[src/rtl/snn_pkg.sv]
// Shared types and arithmetic helpers for the LIF update datapath.
// Potentials and currents are two's complement, POT_WIDTH bits wide.
package snn_pkg;

    localparam int POT_WIDTH = 32;

    typedef logic signed [POT_WIDTH-1:0] potential_t;

    typedef enum logic [1:0] {
        IDLE  = 2'd0,
        SWEEP = 2'd1,
        FLUSH = 2'd2
    } lif_state_t;

    localparam potential_t POT_MAX = {1'b0, {(POT_WIDTH-1){1'b1}}};
    localparam potential_t POT_MIN = {1'b1, {(POT_WIDTH-1){1'b0}}};

    // a + b, clamped to the signed range instead of wrapping
    function automatic potential_t sat_add(input potential_t a, input potential_t b);
        logic [POT_WIDTH:0] sum;
        potential_t         res;
        sum = {a[POT_WIDTH-1], a} + {b[POT_WIDTH-1], b};
        if (sum[POT_WIDTH] != sum[POT_WIDTH-1]) begin
            res = sum[POT_WIDTH] ? POT_MIN : POT_MAX;
        end else begin
            res = sum[POT_WIDTH-1:0];
        end
        return res;
    endfunction

    // a - b, clamped to the signed range instead of wrapping
    function automatic potential_t sat_sub(input potential_t a, input potential_t b);
        logic [POT_WIDTH:0] diff;
        potential_t         res;
        diff = {a[POT_WIDTH-1], a} - {b[POT_WIDTH-1], b};
        if (diff[POT_WIDTH] != diff[POT_WIDTH-1]) begin
            res = diff[POT_WIDTH] ? POT_MIN : POT_MAX;
        end else begin
            res = diff[POT_WIDTH-1:0];
        end
        return res;
    endfunction

    // One time step of decay: v - (v >>> shift). A shift of 0 means no leak.
    // For shift >= 1 the result always stays in range, so no clamp is needed.
    function automatic potential_t leak(input potential_t v, input int unsigned shift);
        potential_t res;
        if (shift == 0) begin
            res = v;
        end else begin
            res = v - (v >>> shift);
        end
        return res;
    endfunction

endpackage

[src/rtl/lif_neuron_alu.sv]
// Combinational integrate-and-fire step for one neuron:
//   s = sat_add(v, current); fire = (s >= threshold)
//   next_v = s when not firing, otherwise the post-fire reset value.
// Build option SOFT_RESET_EN: post-fire value is sat(s - threshold)
// instead of 0. Spike signalling is the same either way.
module lif_neuron_alu
    import snn_pkg::*;
#(
    parameter int WIDTH = POT_WIDTH
) (
    input  logic [WIDTH-1:0] v,
    input  logic [WIDTH-1:0] current,
    input  logic [WIDTH-1:0] threshold,
    output logic [WIDTH-1:0] next_v,
    output logic             fire
);

    potential_t v_s;
    potential_t cur_s;
    potential_t thr_s;
    potential_t sum_s;

    // Integrate, compare against threshold, choose the written-back value
    always_comb begin
        v_s    = v;
        cur_s  = current;
        thr_s  = threshold;
        sum_s  = sat_add(v_s, cur_s);
        fire   = (sum_s >= thr_s);
        next_v = sum_s;
        if (fire) begin
`ifdef SOFT_RESET_EN
            next_v = sat_sub(sum_s, thr_s);
`else
            next_v = '0;
`endif
        end
    end

endmodule

[src/rtl/lif_update_ctrl.sv]
// Leaky-integrate-and-fire update controller for one layer's potential RAM
// (1-cycle registered read, synchronous write).
//
// Event path: accepted at T -> read issued at T, ALU + writeback at T+1,
// registered spike at T+2. Back-to-back events to the same neuron take the
// previous writeback value from a forwarding register, because the RAM read
// issued at T+1 sees the old contents while the T+1 write is still pending.
//
// Leak sweep: step_start in IDLE starts a read of every neuron in order
// (SWEEP), each read is written back leaked one cycle later, and the final
// writeback happens in FLUSH where step_done pulses.
//
// Build option SOFT_RESET_EN (in lif_neuron_alu): subtractive reset on fire.
module lif_update_ctrl
    import snn_pkg::*;
#(
    parameter int WIDTH      = POT_WIDTH,
    parameter int DEPTH      = 16,
    parameter int LEAK_SHIFT = 4,
    localparam int AW        = $clog2(DEPTH)
) (
    input  logic             clk,
    input  logic             rst,
    input  logic             in_valid,
    output logic             in_ready,
    input  logic [AW-1:0]    in_addr,
    input  logic [WIDTH-1:0] in_current,
    input  logic [WIDTH-1:0] threshold,
    input  logic             step_start,
    output logic             step_done,
    output logic             busy,
    output logic             spike_valid,
    output logic [AW-1:0]    spike_addr,
    output logic             mem_read_en,
    output logic [AW-1:0]    mem_read_addr,
    input  logic [WIDTH-1:0] mem_read_data,
    output logic             mem_write_en,
    output logic [AW-1:0]    mem_write_addr,
    output logic [WIDTH-1:0] mem_write_data,
    output logic [1:0]       dbg_state
);

    localparam logic [AW-1:0] LAST_ADDR = AW'(DEPTH - 1);

    // Handshake: an event transfers on any rising clk edge where
    // in_valid && in_ready; in_addr/in_current must be stable while in_valid
    // is high; in_ready may drop without in_valid being withdrawn, and the
    // source keeps presenting the event until it transfers.

    lif_state_t       state;
    lif_state_t       state_nxt;
    logic [AW-1:0]    sweep_cnt;
    logic             accept;

    logic             s1_valid;
    logic [AW-1:0]    s1_addr;
    logic [WIDTH-1:0] s1_cur;

    logic             fwd_valid;
    logic [AW-1:0]    fwd_addr;
    logic [WIDTH-1:0] fwd_data;

    logic             lk_valid;
    logic [AW-1:0]    lk_addr;

    logic [WIDTH-1:0] v_sel;
    logic [WIDTH-1:0] alu_next;
    logic             alu_fire;
    potential_t       leak_in;
    potential_t       leak_out;

    // Ready only in IDLE and never in the cycle a sweep is requested
    always_comb begin
        in_ready  = rst && (state == IDLE) && !step_start;
        accept    = in_valid && in_ready;
        busy      = s1_valid || (state != IDLE);
        dbg_state = state;
    end

    // State register
    always_ff @(posedge clk or negedge rst) begin
        if (!rst) begin
            state <= IDLE;
        end else begin
            state <= state_nxt;
        end
    end

    // Next state and sweep-completion pulse
    always_comb begin
        state_nxt = state;
        step_done = 1'b0;
        case (state)
            IDLE: begin
                if (step_start) begin
                    state_nxt = SWEEP;
                end
            end
            SWEEP: begin
                if (sweep_cnt == LAST_ADDR) begin
                    state_nxt = FLUSH;
                end
            end
            FLUSH: begin
                step_done = 1'b1;
                state_nxt = IDLE;
            end
            default: begin
                state_nxt = IDLE;
            end
        endcase
    end

    // Sweep address counter: holds at the last neuron, never wraps
    always_ff @(posedge clk or negedge rst) begin
        if (!rst) begin
            sweep_cnt <= '0;
        end else if (state != SWEEP) begin
            sweep_cnt <= '0;
        end else if (sweep_cnt != LAST_ADDR) begin
            sweep_cnt <= sweep_cnt + AW'(1);
        end
    end

    // Sweep writeback tag: the address read in the previous SWEEP cycle
    always_ff @(posedge clk or negedge rst) begin
        if (!rst) begin
            lk_valid <= 1'b0;
            lk_addr  <= '0;
        end else begin
            lk_valid <= (state == SWEEP);
            lk_addr  <= sweep_cnt;
        end
    end

    // Event stage 1: remembers the accepted event while its read returns
    always_ff @(posedge clk or negedge rst) begin
        if (!rst) begin
            s1_valid <= 1'b0;
            s1_addr  <= '0;
            s1_cur   <= '0;
        end else begin
            s1_valid <= accept;
            if (accept) begin
                s1_addr <= in_addr;
                s1_cur  <= in_current;
            end
        end
    end

    // Forwarding register: last event writeback, valid for one cycle only
    always_ff @(posedge clk or negedge rst) begin
        if (!rst) begin
            fwd_valid <= 1'b0;
            fwd_addr  <= '0;
            fwd_data  <= '0;
        end else begin
            fwd_valid <= s1_valid;
            if (s1_valid) begin
                fwd_addr <= s1_addr;
                fwd_data <= alu_next;
            end
        end
    end

    // Operand select: forwarded value beats the stale RAM read
    always_comb begin
        v_sel = mem_read_data;
        if (fwd_valid && (fwd_addr == s1_addr)) begin
            v_sel = fwd_data;
        end
    end

    lif_neuron_alu #(
        .WIDTH (WIDTH)
    ) u_alu (
        .v         (v_sel),
        .current   (s1_cur),
        .threshold (threshold),
        .next_v    (alu_next),
        .fire      (alu_fire)
    );

    // Registered spike output, one cycle after the writeback
    always_ff @(posedge clk or negedge rst) begin
        if (!rst) begin
            spike_valid <= 1'b0;
            spike_addr  <= '0;
        end else begin
            spike_valid <= s1_valid && alu_fire;
            if (s1_valid && alu_fire) begin
                spike_addr <= s1_addr;
            end
        end
    end

    // Memory read port: event reads in IDLE, sweep reads in SWEEP
    always_comb begin
        mem_read_en   = 1'b0;
        mem_read_addr = '0;
        if (accept) begin
            mem_read_en   = 1'b1;
            mem_read_addr = in_addr;
        end else if (state == SWEEP) begin
            mem_read_en   = 1'b1;
            mem_read_addr = sweep_cnt;
        end
    end

    // Memory write port: event and sweep writebacks never coincide, since
    // events are only accepted in IDLE and sweep writebacks start one cycle
    // after the first SWEEP read
    always_comb begin
        leak_in        = mem_read_data;
        leak_out       = leak(leak_in, LEAK_SHIFT);
        mem_write_en   = 1'b0;
        mem_write_addr = '0;
        mem_write_data = '0;
        if (s1_valid) begin
            mem_write_en   = 1'b1;
            mem_write_addr = s1_addr;
            mem_write_data = alu_next;
        end else if (lk_valid) begin
            mem_write_en   = 1'b1;
            mem_write_addr = lk_addr;
            mem_write_data = leak_out;
        end
    end

endmodule
[config.mk]
export PLATFORM = sky130hd
export DESIGN_NAME = lif_update_ctrl
export DESIGN_NICKNAME = d
export VERILOG_FILES = /design/src/rtl/snn_pkg.sv /design/src/rtl/lif_neuron_alu.sv /design/src/rtl/lif_update_ctrl.sv
export SDC_FILE = /design/constraint.sdc
export NUM_CORES = 1
export LEC_CHECK = 0
export BUFFER_PORTS_ARGS = -buffer_cell sky130_fd_sc_hd__clkbuf_2
export CORE_ASPECT_RATIO = 1.4
export CORE_MARGIN = 2
export CORE_UTILIZATION = 50
export CTS_BUF_LIST = sky130_fd_sc_hd__clkbuf_4 sky130_fd_sc_hd__clkbuf_8
export DETAILED_ROUTE_END_ITERATION = 6
export PLACE_DENSITY = 0.75
export RECOVER_POWER = 100
export SLEW_MARGIN = 30
export SYNTH_ARGS = -nofsm -noshare
export SYNTH_HDL_FRONTEND = slang
export SYNTH_HIERARCHICAL = 1
export SYNTH_SLANG_ARGS = --single-unit
[constraint.sdc]
create_clock -name clk -period 9.4 [get_ports clk]
set_input_delay 1.41 -clock clk [delete_from_list [all_inputs] [get_ports clk]]
set_output_delay 1.41 -clock clk [all_outputs]
set_load 0.01 [all_outputs]
==> impl_metrics.yaml, run 1 <==
global_route:
  antenna_found_initial: 0
  grt_pass1_vias: 8859
  grt-ovfl-total: 0
  track_usage: 0.287
  grt_max_degree: 67
  grt_pass1_wl_um: 45200
die:
  die_area_um2: 20000
  start_util: 0.508
  die_h_um: 166
  io_pins: 156
  placementRows: 59
  core_area_um2: 18500
  die_x_um: 120
timing:
  hold_viol: 0
  period_needed_ns: 9.07
  slew_headroom: -0.800
  rsz0062_at_grt: "no"
  setup_viol: 0
  period_share: 0.964
  worst_pin_slew_ns: 2.70
  fin_hold_ws_ns: 0.414
  timing.fmax_ghz: 0.110
  finalSetupTns_ns: 0
  fin_skew_ns: 0.0110
  final_max_slew_viol_count: 204
status:
  violations: "capacitance limit, slew limit"
  outcome: "finished, violations left"
pwr:
  p_leak_nw: 5.08
  ir_worst_vdd_v: 0.000347
  power_density_nw_per_um2: 423
cells_and_area:
  fill_cells: 1799
  final_util: 0.567
  seq_area_um2: 2250
  drive_above_1_share: 0.191
  multi_input_area_um2: 6500
  nNetsFinal: 1489
  num_antenna_cells: 0
  area_growth_pct: 11.5
clocking:
  clockRootBuffer: "clkbuf_8"
  post_cts_buffers: 0
  h-tree-depth: 3
  clock_path_buffers: 2
  numCtsBuffers: 9
  cts.clk_slew.worst_paths_ns: 0.10
  clk_latency_ns: 0.39
  clock_sinks: 90
  hold_buffers: 0
  tritoncts: "yes"
  ctsResizeCount: 0
yosys:
  synth_edf_count: 0
  async_flop_share: 1.00
  ys_seq_elements: 90
  ys.flop_type: "dfrtp_1"
  netlist_instances: 1159
  syn-num-nets: 1363
  ys_types: 92
  synth_top_area_cell: "dfrtp_1"
  synth_top_area_share: 0.239
  synthTopCellsByCount: "nand2_1, inv_1, o21ai_0, ha_1, dfrtp_1"
  synth_area_per_cell_um2: 8.13
  ys_seq_area_frac: 0.239
  ys_warn_count: 6
  yosys.cell_count.top_type: "nand2_1"
  synthTopCellsByArea: "dfrtp_1, ha_1, mux2_2, o21ai_0, nand2_1"
  syn_area_um2: 9420
route:
  wirelength_um: 29100
  dr.pass1.iters: 5
  avgRoutedWirePerCell_um: 18.9
  vias: 9053
  drc: 0
  drtAntennaViolNets: 0
  dr.first_iter.drc_count: 642
  vias_per_cell: 5.90
placed_design:
  port-buffer-count: 155
  globalplace.congestion: 1.00
  place_hpwl_um: 24000
setup_path:
  cp-start-kind: "flip-flop"
  startpoint: "s1_addr[3]"
  slowest_stage: "dfrtp_1"
  endpoint_kind: "output port"
  worstSetupPathType: "flip-flop to output port"
  r2r_start: "s1_addr[3]"
  cpPeakStageDelay_ns: 0.45
  critPathRequiredTime_ns: 7.99
  arrival_ns: 7.66
  crit_fanout: 32
job:
  max-cap-violations: 4
worst_hold_path:
  hold_start: "sweep_cnt[3]"
  hp-class: "flip-flop to flip-flop"
-- worst max-delay path: cells and delay by family (launching register included) --
kind	cells	cell delay, ns
AND/OR/NAND/NOR	9	1.80
buffers and inverters	5	1.04
AO/OA/AOI/OAI	9	1.98
flip-flops	1	0.45
multiplexers	2	0.58
adder cells (fa/ha/maj)	3	0.99
XOR/XNOR	2	0.36
-- per-stage QoR --
stage,setup WS (ns),std cells,instance area (um^2),total power [mW]
final,0.334,1534,10500,4.44
after global routing,0.0683,1534,10500,4.79
after CTS,0.172,1534,10500,4.43
after detailed placement,0.441,1518,10300,4.14
after global placement,0.426,1518,10300,4.07
after floorplan,1.08,1159,9420,3.08
-- cell families after synthesis --
kind of cell             after synthesis  share of synthesized area
AO/OA/AOI/OAI                        359                      0.253
AND/OR/NAND/NOR                      339                      0.184
buffers and inverters                165                     0.0745
adder cells (fa/ha/maj)              100                      0.134
flip-flops                            90                      0.239
multiplexers                          63                     0.0742
XOR/XNOR                              43                     0.0400
-- registers in the layout, summed over array words and instances, names as in the netlist --
signal,cells
dbg_state,2
spike_valid,1
lk_addr,4
s1_cur,32
lk_valid,1
s1_addr,4
sweep_cnt,4
spike_addr,4
fwd_data,32
fwd_valid,1
s1_valid,1
fwd_addr,4
-- where the power goes --
| group | switching (mW) | leakage, nW | total (mW) | internal [mW] |
|---|---|---|---|---|
| sequential | 0.114 | 1.12 | 0.668 | 0.555 |
| combinational | 2.14 | 3.86 | 3.50 | 1.36 |
| clock | 0.147 | 0.101 | 0.276 | 0.129 |
| total | 2.40 | 5.08 | 4.44 | 2.04 |
-- path summary, 6_finish.rpt --
check	slack [ns]	depth (start not counted)	end
min in group asynchronous	1.69	1	fwd_data[6]
max in group asynchronous	4.31	2	sweep_cnt[3]
min	0.41	0	lk_addr[3]
min reg2reg	0.41	0	lk_addr[3]
max reg2reg	2.15	29	spike_addr[2]
max	0.33	30	mem_write_data[29]
-- layout make-up --
cell class	instances	area share
sequential	90	0.214
clock buffer	10	0.0125
timing repair buffer	167	0.0773
inverter	113	0.0404
tap	244	0.0291
multi-input combinational	904	0.619
clock inverter	6	0.00691
-- metal layers --
metal  track usage  routed length, um  vias to the layer above
met2         0.529              15100                      295
met4         0.189               2140                        0
met5             0                  0                        -
met1         0.294              10500                     4261
li1              -                  -                     4392
met3        0.0466               1330                      105
-- cell usage in the layout (no fill, tap or decap), types with 5 or more instances in the layout --
cell type  netlist  layout
nand2_1        119     119
o21ai_0        113     115
inv_1          113     113
clkbuf_2         2     105
ha_1            98      96
dfrtp_1         90      90
a21oi_1         77      76
nor2_1          61      61
mux2_2          52      52
clkbuf_1        25      52
a21o_1          26      26
xnor2_1         25      25
nand3_1         24      24
nor2b_1         20      20
nand4_1         19      19
xor2_1          18      18
nor3_1          17      17
o21ai_1         15      12
a31oi_1         12      12
o21ai_2         11      12
and3_1          11      11
and2b_1         11      11
a21oi_2          9      10
o21a_1           9       9
clkbuf_8         0       9
a22o_1           8       8
o211ai_1         8       8
o21bai_1         8       8
buf_4            2       8
nand2b_1         7       7
mux2i_1          8       7
a211oi_1         7       7
a211o_1          5       5
or3_1            5       5
Note: power is estimated with default switching activity, not from simulation.
==> inputs of run 2 (changes only) <==
Settings changed: CORE_UTILIZATION 50 to 40, PLACE_DENSITY 0.75 to 0.63.
Clock period 9.4 ns to 11.5 ns, I/O delays scaled along.
==> impl_metrics.yaml, run 2 (synthesis gave the netlist of run 1 again) <==
setup_path:
  cpPeakStageDelay_ns: 0.51
  critPathRequiredTime_ns: 9.78
  crit_fanout: 61
  slowest_stage: "o21ai_0"
  cp-start-kind: "flip-flop"
  worstSetupPathType: "flip-flop to output port"
  arrival_ns: 8.71
  endpoint_kind: "output port"
cells_and_area:
  final_util: 0.454
  fill_cells: 2393
  final_cell_mix: "nand2_1, o21ai_0, inv_1"
  final_area_um2: 10500
  area_growth_pct: 11.7
  num_antenna_cells: 0
  top_regs: "fwd_data (32), s1_cur (32)"
  final_common_cell: "nand2_1"
  nNetsFinal: 1483
  drive_above_1_share: 0.185
clocking:
  cts.clk_slew.worst_paths_ns: 0.09
  post_cts_buffers: 0
  clock_path_buffers: 2
  clock_sinks: 90
  h-tree-depth: 3
  tritoncts: "yes"
  clockRootBuffer: "clkbuf_8"
  numCtsBuffers: 9
  hold_buffers: 0
  ctsResizeCount: 0
  clk_latency_ns: 0.38
global_route:
  grt-ovfl-total: 0
  grt_pass1_wl_um: 46000
  grt_max_degree: 79
  track_usage: 0.238
  grt_pass1_vias: 8851
  antenna_found_initial: 0
status:
  outcome: "finished, violations left"
  violations: "capacitance limit, slew limit"
route:
  drc: 0
  dr.pass1.iters: 6
  vias_per_cell: 5.64
  drt-met1-wl_um: 11200
  met2_length_um: 15500
  dr.max_layer_used: "met4"
  drtAntennaViolNets: 0
  wirelength_um: 29900
  wl_met3_um: 1200
  avgRoutedWirePerCell_um: 18.8
  dr.first_iter.drc_count: 475
  vias: 8961
placed_design:
  dpl_cell_area_um2: 10400
  port-buffer-count: 155
  place_hpwl_um: 24300
  globalplace.congestion: 0.949
timing:
  finalSetupTns_ns: 0
  fin_hold_ws_ns: 0.417
  timing.fmax_ghz: 0.0959
  slew_headroom: -1.29
  fin_skew_ns: 0.0100
  worst_pin_slew_ns: 3.44
  period_share: 0.907
  hold_viol: 0
  setup_viol: 0
  rsz0062_at_grt: "no"
  period_needed_ns: 10.43
  final_max_slew_viol_count: 216
job:
  max-cap-violations: 4
pwr:
  p_total_mw: 3.55
  power_density_nw_per_um2: 337
  p_leak_nw: 5.06
  ir_worst_vdd_v: 0.000296
die:
  die_h_um: 186
  placementRows: 66
  die_x_um: 134
  io_pins: 156
  core_area_um2: 23200
  start_util: 0.406
  die_area_um2: 24800
worst_hold_path:
  hp-class: "flip-flop to flip-flop"
-- run 2: cell count changes in the layout (fill, tap and decap cells not counted), sizes merged --
cell / previous run / this run
buf: 10 / 4
clkinvlp: 1 / 0
bufinv: 1 / 2
-- run 2: cell type report --
| cell class | instances | area, um^2 | share of cell area |
|---|---|---|---|
| Multi-Input combinational cell | 904 | 6480 | 0.616 |
| Sequential cell | 90 | 2250 | 0.214 |
| Timing Repair Buffer | 161 | 752 | 0.0715 |
| Inverter | 113 | 424 | 0.0403 |
| Tap cell | 306 | 383 | 0.0364 |
| Clock buffer | 10 | 138 | 0.0131 |
| Clock inverter | 6 | 95.1 | 0.00904 |
-- run 2: final timing paths --
kind	from	end	slack, ns	cells after the start
max	s1_addr[3]	mem_write_data[29]	1.07	29
min	sweep_cnt[3]	lk_addr[3]	0.42	0
max reg2reg	s1_addr[3]	spike_addr[0]	3.29	28
min reg2reg	sweep_cnt[3]	lk_addr[3]	0.42	0
max in group asynchronous	rst	s1_valid	5.71	2
min in group asynchronous	rst	fwd_data[19]	2.05	1
-- run 2: metal layers --
metal,GRT usage,vias to the layer above
met2,0.451,275
met4,0.143,0
li1,-,4388
met1,0.248,4205
met5,0,-
met3,0.0319,93
-- run 2: critical path, delay by kind of cell, from the launching register on --
family / cells / cell delay, ns
compound gates: 9 / 2.51
simple gates: 9 / 2.00
buf+inv: 4 / 1.44
fa+ha+maj: 3 / 0.98
mux: 2 / 0.58
flops: 1 / 0.44
xor+xnor: 2 / 0.36
-- run 2: power by group --
part           internal, mW  switching (mW)  leakage [nW]  total [mW]
Combinational          1.04            1.71          3.83        2.75
Sequential            0.453          0.0927          1.11       0.546
Clock                 0.131           0.124         0.118       0.255
Total                  1.62            1.93          5.06        3.55
-- run 2: per-stage QoR --
step | std cells | worst slack (ns)
after floorplan | 1159 | 2.55
after detailed placement | 1574 | 1.70
after global routing | 1590 | 0.561
final | 1590 | 1.07
after global placement | 1574 | 1.69
after CTS | 1590 | 1.60
